$ cat src/rtl/muldiv_sequencer.sv
// Iterative shift-add multiplier / restoring divider with HI/LO result registers.
// Define MULDIV_SIGNED_EN to enable signed MULT/DIV via op[0].
module muldiv_sequencer #(
    parameter int unsigned WIDTH = 32
) (
    input  logic             clk,
    input  logic             reset,
    input  logic             start,
    input  logic [1:0]       op,
    input  logic [WIDTH-1:0] a,
    input  logic [WIDTH-1:0] b,
    input  logic             rd_req,
    output logic             busy,
    output logic             done,
    output logic             stall,
    output logic [WIDTH-1:0] hi,
    output logic [WIDTH-1:0] lo,
    output logic             div0
);

    localparam int unsigned CW = (WIDTH > 1) ? $clog2(WIDTH) : 1;

    typedef enum logic [1:0] {IDLE, ITER, FIXUP} state_t;

    state_t               state, state_next;
    logic [CW-1:0]        count;
    logic                 accept, last_iter;
    logic                 is_div, neg_lo, neg_hi, b_zero;
    logic [WIDTH-1:0]     opb, work_hi, work_lo;
    logic                 signed_mode, sign_a, sign_b;
    logic [WIDTH-1:0]     mag_a, mag_b;
    logic [WIDTH-1:0]     mul_addend;
    logic [WIDTH:0]       mul_sum, div_shift;
    logic                 div_ge;
    logic [WIDTH-1:0]     div_rem;
    logic [2*WIDTH-1:0]   prod, prod_fix;
    logic [WIDTH-1:0]     quo_fix, rem_fix;

`ifdef MULDIV_SIGNED_EN
    assign signed_mode = op[0];
`else
    logic unused_op0;
    assign signed_mode = 1'b0;
    assign unused_op0  = op[0];
`endif

    // Operands enter the iteration as magnitudes; signs are reapplied in FIXUP.
    assign sign_a = signed_mode & a[WIDTH-1];
    assign sign_b = signed_mode & b[WIDTH-1];
    assign mag_a  = sign_a ? -a : a;
    assign mag_b  = sign_b ? -b : b;

    assign mul_addend = work_lo[0] ? opb : '0;
    assign mul_sum    = {1'b0, work_hi} + {1'b0, mul_addend};
    assign div_shift  = {work_hi, work_lo[WIDTH-1]};
    assign div_ge     = div_shift >= {1'b0, opb};
    assign div_rem    = div_ge ? (div_shift[WIDTH-1:0] - opb) : div_shift[WIDTH-1:0];

    assign prod     = {work_hi, work_lo};
    assign prod_fix = neg_lo ? -prod : prod;
    // Remainder of x/0 is |x| re-signed by x, which restores the original dividend.
    assign quo_fix  = b_zero ? '1 : (neg_lo ? -work_lo : work_lo);
    assign rem_fix  = neg_hi ? -work_hi : work_hi;

    assign stall = busy & rd_req;

    always_ff @(posedge clk) begin
        if (reset) state <= IDLE;
        else       state <= state_next;
    end

    always_comb begin
        state_next = state;
        busy       = (state != IDLE);
        accept     = 1'b0;
        last_iter  = 1'b0;
        case (state)
            IDLE: begin
                if (start) begin
                    accept     = 1'b1;
                    state_next = ITER;
                end
            end
            ITER: begin
                if (count == CW'(WIDTH - 1)) begin
                    last_iter  = 1'b1;
                    state_next = FIXUP;
                end
            end
            FIXUP:   state_next = IDLE;
            default: state_next = IDLE;
        endcase
    end

    always_ff @(posedge clk) begin
        if (reset) begin
            count   <= '0;
            is_div  <= 1'b0;
            neg_lo  <= 1'b0;
            neg_hi  <= 1'b0;
            b_zero  <= 1'b0;
            opb     <= '0;
            work_hi <= '0;
            work_lo <= '0;
            done    <= 1'b0;
            hi      <= '0;
            lo      <= '0;
            div0    <= 1'b0;
        end else begin
            done <= 1'b0;
            if (accept) begin
                is_div  <= op[1];
                b_zero  <= op[1] & (b == '0);
                div0    <= 1'b0;
                count   <= '0;
                neg_lo  <= sign_a ^ sign_b;
                neg_hi  <= sign_a;
                work_hi <= '0;
                work_lo <= op[1] ? mag_a : mag_b;
                opb     <= op[1] ? mag_b : mag_a;
            end else if (state == ITER) begin
                count <= last_iter ? '0 : count + 1'b1;
                if (is_div) begin
                    work_hi <= div_rem;
                    work_lo <= {work_lo[WIDTH-2:0], div_ge};
                end else begin
                    {work_hi, work_lo} <= {mul_sum, work_lo[WIDTH-1:1]};
                end
            end else if (state == FIXUP) begin
                done <= 1'b1;
                if (is_div) begin
                    hi   <= rem_fix;
                    lo   <= quo_fix;
                    div0 <= b_zero;
                end else begin
                    {hi, lo} <= prod_fix;
                end
            end
        end
    end

endmodule

$ cat config.mk
export PLATFORM = sky130hd
export DESIGN_NAME = muldiv_sequencer
export DESIGN_NICKNAME = d
export VERILOG_FILES = /design/src/rtl/muldiv_sequencer.sv
export SDC_FILE = /design/constraint.sdc
export NUM_CORES = 1
export LEC_CHECK = 0
export CORE_ASPECT_RATIO = 1.5
export CORE_MARGIN = 2
export CORE_UTILIZATION = 45
export CTS_BUF_LIST = sky130_fd_sc_hd__clkbuf_8
export CTS_CLUSTER_SIZE = 16
export DETAILED_ROUTE_END_ITERATION = 8
export HOLD_SLACK_MARGIN = 0.05
export PLACE_DENSITY = 0.67
export SLEW_MARGIN = 10
export SYNTH_ARGS = -nofsm -noshare
export SYNTH_HDL_FRONTEND = slang
export SYNTH_SLANG_ARGS = --single-unit
$ cat constraint.sdc
create_clock -name clk -period 4.1 [get_ports clk]
set_input_delay 0.41 -clock clk [delete_from_list [all_inputs] [get_ports clk]]
set_output_delay 0.41 -clock clk [all_outputs]
set_load 0.05 [all_outputs]
==> metrics.txt, run 1 <==
outcome completed; Top Ports 138; vias in the first global route 10,600; Vias 11,000; Post-Syn Area per Cell 7.98 µm²; RSZ-0062 raised after global routing no; reg2reg start work_lo[0]$_SDFFE_PP0P_; max-capacitance violation count 0; TritonCTS Buffers 17; crit path kind register to register; Top delay family on crit path compound AO/OA/AOI/OAI gates; TritonRoute pass-1 iters 5; core box area 25,100 µm²; Clock Tree Buf Depth 2; crit end category register; Worst Hold Class register to register; Hold Path Origin hi[2]$_SDFFE_PP0P_; Final Hold Fails 0; synth warn 0; row cnt 71; VDD IR max 208 µV; area delta synth->final 16.8%; layout cells sized above 1 5.69%; clock root buffer clkbuf_8; antenna-violating nets left 0; top_reg_cell synth dfxtp_1; FF+latch count, synth 171; Min Clock Period, post-route 3480 ps; Die Span Y 200 µm; P_sw 1.51 mW; global-route wire length before repair 56,100 µm; n_diodes 0; CP Launch Type register; WHS Path Cells 2; Die ar. 26,900 µm²; relative slew slack 29.0%; Slew Viols, Final 0; part of the power in registers 43.5%; CP arrival 3860 ps; crit path cell chain and2_1, ha_1, fa_1, a211oi_2, o211ai_1, a221oi_2, or4_4, nand2_1, or4_1, a21oi_1, o41ai_1; CTS Sinks 171; slowest CP cell dfxtp_1; Sw Share 35.8%; commonest cells after routing, fill and taps aside nand2_1, dfxtp_1, clkdlybuf4s50_1; postcts setup bufs 0; CP required 4480 ps; routed len/inst 19.1 µm; Logic pwr share 25.7%; post-route cell area 13,500 µm²; Final Skew 12.7 ps; highest clock rate 288 MHz; Layout Nets 1,653; IO Port Bufs 136; 1st-iter DRT viols 569; Final Setup Violations 0; R2R Setup Slk 620 ps; CP max FO 16; asr flop ratio synth 0%; Int Pwr 2.71 mW; sequential share of the synthesized area 29.7%; hold buffers post-CTS 0; post-place instance area 13,000 µm²; DRC viols 0; Worst R2R End work_hi[25]$_SDFFE_PP0P_; Final Cycle Share 84.8%; H-tree depth 4; Buf+Inv Stages, Crit Path 0; GRT Util Overall 26.5%; Util after Layout 53.5%; worst-margin pin slew 1060 ps; Vias/cell 5.93; HPWL after DPL 26,300 µm; Max stage delay on crit path 520 ps; initial core utilization 45.8%; Post-synth EDFFs 0; Pleak 5.28 nW; commonest non-fill, non-tap cell in the layout nand2_1; Fin Setup TNS 0 ps; syn nets 1,582; CTS tree done; worst hold endpoint hi[2]$_SDFFE_PP0P_; Reg2Reg Depth 11; drt total wl 35,500 µm; CTS resizes 0; Cell Pwr Density 314 nW/µm²; Die X 135 µm; Crit. path cell count 11; Final Hold Slack 457 ps; clock slew seen by the registers of the worst setup and hold paths 100 ps; Final GP Congestion 0.926; worst skew pair latency 500 ps; grt total ovfl 0; post-synth cell types 79; initial antenna violation count 0; largest net degree at the start of global routing 76; clock power share 30.8%; Synth Instances 1,444; Synth Cell Area 11,500 µm²
## power groups by stage
stage	registers [mW]	clock network, mW	logic (mW)
final	1.84	1.30	1.09
after global routing	1.85	1.38	1.18
after CTS	1.83	1.32	1.08
after detailed placement	1.87	0	1.07
after global placement	1.87	0	1.06
after floorplan	1.82	0	0.786
## worst min-delay path: cells and delay by family, from the launching register on
kind | cells | cell delay (ps)
DFF | 1 | 320
and+or+nand+nor | 1 | 50
AOI/OAI and AO/OA | 1 | 50
## layer usage
metal,vias up,track usage [%],wire (µm)
li1,5408,-,-
met5,-,0,0
met3,81,4.37,1840
met1,5179,31.6,14700
met4,0,11.6,1370
met2,335,46.8,17600
## registers in the layout (all words and copies together) (netlist names)
register and cells:
hi 32, lo 32, opb 32, work_hi 32
work_lo 32, count 5, state 2, b_zero 1
div0 1, done 1, is_div 1
## worst max path at each step
stage	slack (ps)	end	startpoint
6_report	620	work_hi[25]$_SDFFE_PP0P_	work_lo[0]$_SDFFE_PP0P_
2_1_floorplan	1100	work_hi[25]$_SDFFE_PP0P_	work_lo[0]$_SDFFE_PP0P_
4_1_cts	620	work_hi[25]$_SDFFE_PP0P_	work_lo[0]$_SDFFE_PP0P_
3_5_place_dp	650	work_hi[25]$_SDFFE_PP0P_	work_lo[0]$_SDFFE_PP0P_
3_3_place_gp	680	work_hi[25]$_SDFFE_PP0P_	work_lo[0]$_SDFFE_PP0P_
5_1_grt	380	work_hi[25]$_SDFFE_PP0P_	work_lo[0]$_SDFFE_PP0P_
## final cells by class
| class | count | area (µm²) |
|---|---|---|
| repair buffers | 152 | 1500 |
| fillers | 2431 | 11700 |
| clock buffers | 18 | 248 |
| multi-input cells | 1124 | 7520 |
| well taps | 328 | 410 |
| inverters | 49 | 184 |
| flip-flops and latches | 171 | 3420 |
| clock inverters | 14 | 170 |
## Yosys cell counts, types with 5 or more instances
cell type	number	area (µm²)
a211oi_1	43	323
a211oi_2	5	62.6
a21o_1	26	195
a21oi_1	126	631
a221oi_1	29	254
a31oi_1	44	275
and2_1	36	225
and3_1	10	62.6
buf_1	17	63.8
buf_2	9	45.0
clkbuf_1	70	263
dfxtp_1	171	3420
ha_1	66	826
inv_1	48	180
mux2i_1	101	1010
nand2_1	203	762
nand2b_1	7	43.8
nand3_1	19	95.1
nand4_1	16	100
nor2_1	92	345
nor2b_1	8	50.1
nor3_1	12	60.1
nor4_1	8	50.1
o211ai_1	14	105
o21a_1	35	263
o21ai_0	55	275
o21ai_1	12	60.1
o21bai_1	7	52.6
o22ai_1	6	37.5
xnor2_1	27	236
xor2_1	27	236
## through the flow
| stage | power [mW] | setup WS [ps] | std cells |
|---|---|---|---|
| after CTS | 4.23 | 623 | 1856 |
| after detailed placement | 2.94 | 648 | 1824 |
| after global placement | 2.93 | 678 | 1824 |
| after global routing | 4.42 | 380 | 1856 |
| after floorplan | 2.61 | 1100 | 1444 |
| final | 4.22 | 624 | 1856 |
## cell families (layout without fill, tap and decap cells)
group           after synthesis  after routing  synth area share, %
fa+ha+maj                    68             68                 7.51
buf+inv                     149            233                 5.21
flops                       171            171                 29.7
simple gates                444            444                 18.0
xor+xnor                     54             54                 4.10
mux                         102            102                 8.87
compound gates              456            456                 26.6
(Power assumes the default switching activity.)
==> inputs of run 2 (changes only) <==
- clock period: 4.1 -> 3.44 ns (I/O delays scaled with it)
==> run 2 against run 1 <==
  * Clock-buffer cell count stayed put
  * Register-to-register slack worse by 340 ps
  * Utilization rose by 0.66 points
  * Routed wire length decreased by 0.38%
  * Non-clock buffer count grew 20
  * Die area did not move
  * Global-route usage down 0.29 points
  * Sequential share of layout area is 0.30 points lower
  * Total power grew 21%
  * Clock skew is essentially flat
  * Critical path depth grew 1
  * Sequential cell count did not move
==> metrics.txt, run 2 (synthesis gave the netlist of run 1 again) <==
Worst Hold Class input pin to register; largest net degree at the start of global routing 77; Reg2Reg Depth 12; layout cells sized above 1 6.91%; clock slew seen by the registers of the worst setup and hold paths 100 ps; vias in the first global route 10,600; TritonCTS Buffers 17; drt total wl 35,300 µm; HPWL after DPL 26,900 µm; relative slew slack 43.4%; VDD IR max 428 µV; Top Ports 138; grt total ovfl 0; row cnt 71; Layout Nets 1,673; postcts setup bufs 0; fillers 2,431; crit path cell chain buf_4, and2_1, ha_1, a21o_1, a21o_1, a21o_1, a21o_1, a31oi_2, o21bai_1, a21oi_1, xnor2_1, a221o_1; Cell Pwr Density 375 nW/µm²; post-route cell area 13,600 µm²; Vias/cell 5.89; highest clock rate 317 MHz; commonest non-fill, non-tap cell in the layout nand2_1; Final Skew 12.3 ps; outcome completed; routed len/inst 18.8 µm; crit end category register; initial core utilization 45.8%; 1st-iter DRT viols 593; Slew Viols, Final 0; reg2reg start work_lo[0]$_SDFFE_PP0P_; slowest CP cell dfxtp_2; max-capacitance violation count 0; Buf+Inv Stages, Crit Path 1; Die ar. 26,900 µm²; CTS tree done; area delta synth->final 18.2%; Final GP Congestion 0.957; global-route wire length before repair 55,600 µm; core box area 25,100 µm²; Clock Tree Buf Depth 2; DRC viols 0; CP required 3830 ps; most used cell, CP a21o_1; Max stage delay on crit path 490 ps; hold buffers post-CTS 0; post-place instance area 13,200 µm²; clock root buffer clkbuf_8; Min Clock Period, post-route 3160 ps; initial antenna violation count 0; GRT Util Overall 26.3%; crit path kind register to register; Die Span Y 200 µm; Vias 11,100; RSZ-0062 raised after global routing no; Final Cycle Share 91.8%; WHS Path Cells 4; Final Hold Fails 0; CTS resizes 0; Worst R2R End work_hi[24]$_SDFFE_PP0P_; n_diodes 0; Hold Path Origin reset; CP arrival 3550 ps; worst-margin pin slew 845 ps; TritonRoute pass-1 iters 7; Pleak 5.38 nW; Top delay family on crit path compound AO/OA/AOI/OAI gates; antenna-violating nets left 0; Final Setup Violations 0; H-tree depth 4; Fin Setup TNS 0 ps; worst hold endpoint work_hi[29]$_SDFFE_PP0P_; R2R Setup Slk 280 ps; IO Port Bufs 136; CP max FO 20; CP Launch Type register; Die X 135 µm; Tot Pwr 5.11 mW; CTS Sinks 171; worst skew pair latency 490 ps; commonest cells after routing, fill and taps aside nand2_1, dfxtp_1, clkdlybuf4s50_1; Final Hold Slack 295 ps
## run 2: cell count changes in the layout (fill, tap and decap cells not counted)
cell / before / now
dfxtp_1: 170 / 169
inv_1: 48 / 49
bufinv_16: 1 / 3
clkinv_4: 1 / 2
clkinv_8: 2 / 0
buf_4: 16 / 36
dfxtp_2: 1 / 2
clkinvlp_4: 1 / 3
inv_8: 5 / 3
inv_6: 4 / 2
## run 2: area by class of cell
type	count	area, µm²	share of cell area, %
clock buffers	18	248	1.82
clock inverters	14	185	1.36
inverters	49	184	1.35
multi-input cells	1124	7520	55.2
flip-flops and latches	171	3430	25.1
well taps	328	410	3.01
repair buffers	172	1650	12.1
## run 2: metrics by stage
step / cells / utilization, % / setup WS (ps)
after floorplan: 1444 / - / 442
after global placement: 1844 / 52.5 / 252
after detailed placement: 1844 / 52.5 / 134
after CTS: 1876 / 54.2 / 121
after global routing: 1876 / 54.2 / 74.7
final: 1876 / 54.2 / 282
## run 2: routing by layer
layer	GRT usage, %	up-vias	wire (µm)
met5	0	-	0
met3	3.94	81	1840
met4	12.6	0	1480
li1	-	5446	-
met2	46.8	346	17500
met1	30.7	5177	14500
## run 2: worst max-delay path by stage
stage / from / endpoint / slack, ps / depth (start not counted)
5_1_grt: work_lo[0]$_SDFFE_PP0P_ / work_hi[25]$_SDFFE_PP0P_ / 70 / 11
3_3_place_gp: work_lo[0]$_SDFFE_PP0P_ / work_hi[24]$_SDFFE_PP0P_ / 250 / 12
3_5_place_dp: work_lo[0]$_SDFFE_PP0P_ / work_hi[24]$_SDFFE_PP0P_ / 130 / 12
2_1_floorplan: work_lo[0]$_SDFFE_PP0P_ / work_hi[25]$_SDFFE_PP0P_ / 440 / 12
4_1_cts: work_lo[0]$_SDFFE_PP0P_ / work_hi[24]$_SDFFE_PP0P_ / 120 / 12
6_report: work_lo[0]$_SDFFE_PP0P_ / work_hi[24]$_SDFFE_PP0P_ / 280 / 12
## run 2: worst reg2reg max path: cells and delay by family (launching register included)
family,cells,cell delay (ps)
DFF,1,490
xor gates and xnor gates,1,100
AOI/OAI and AO/OA,8,1700
adders and majority gates,1,310
and+or+nand+nor,1,170
buffers and inverters,1,280
## run 2: power by group
group	switching, mW	total [mW]	internal [mW]
sequential	0.111	2.18	2.07
combinational	0.780	1.34	0.555
clock	0.843	1.60	0.755
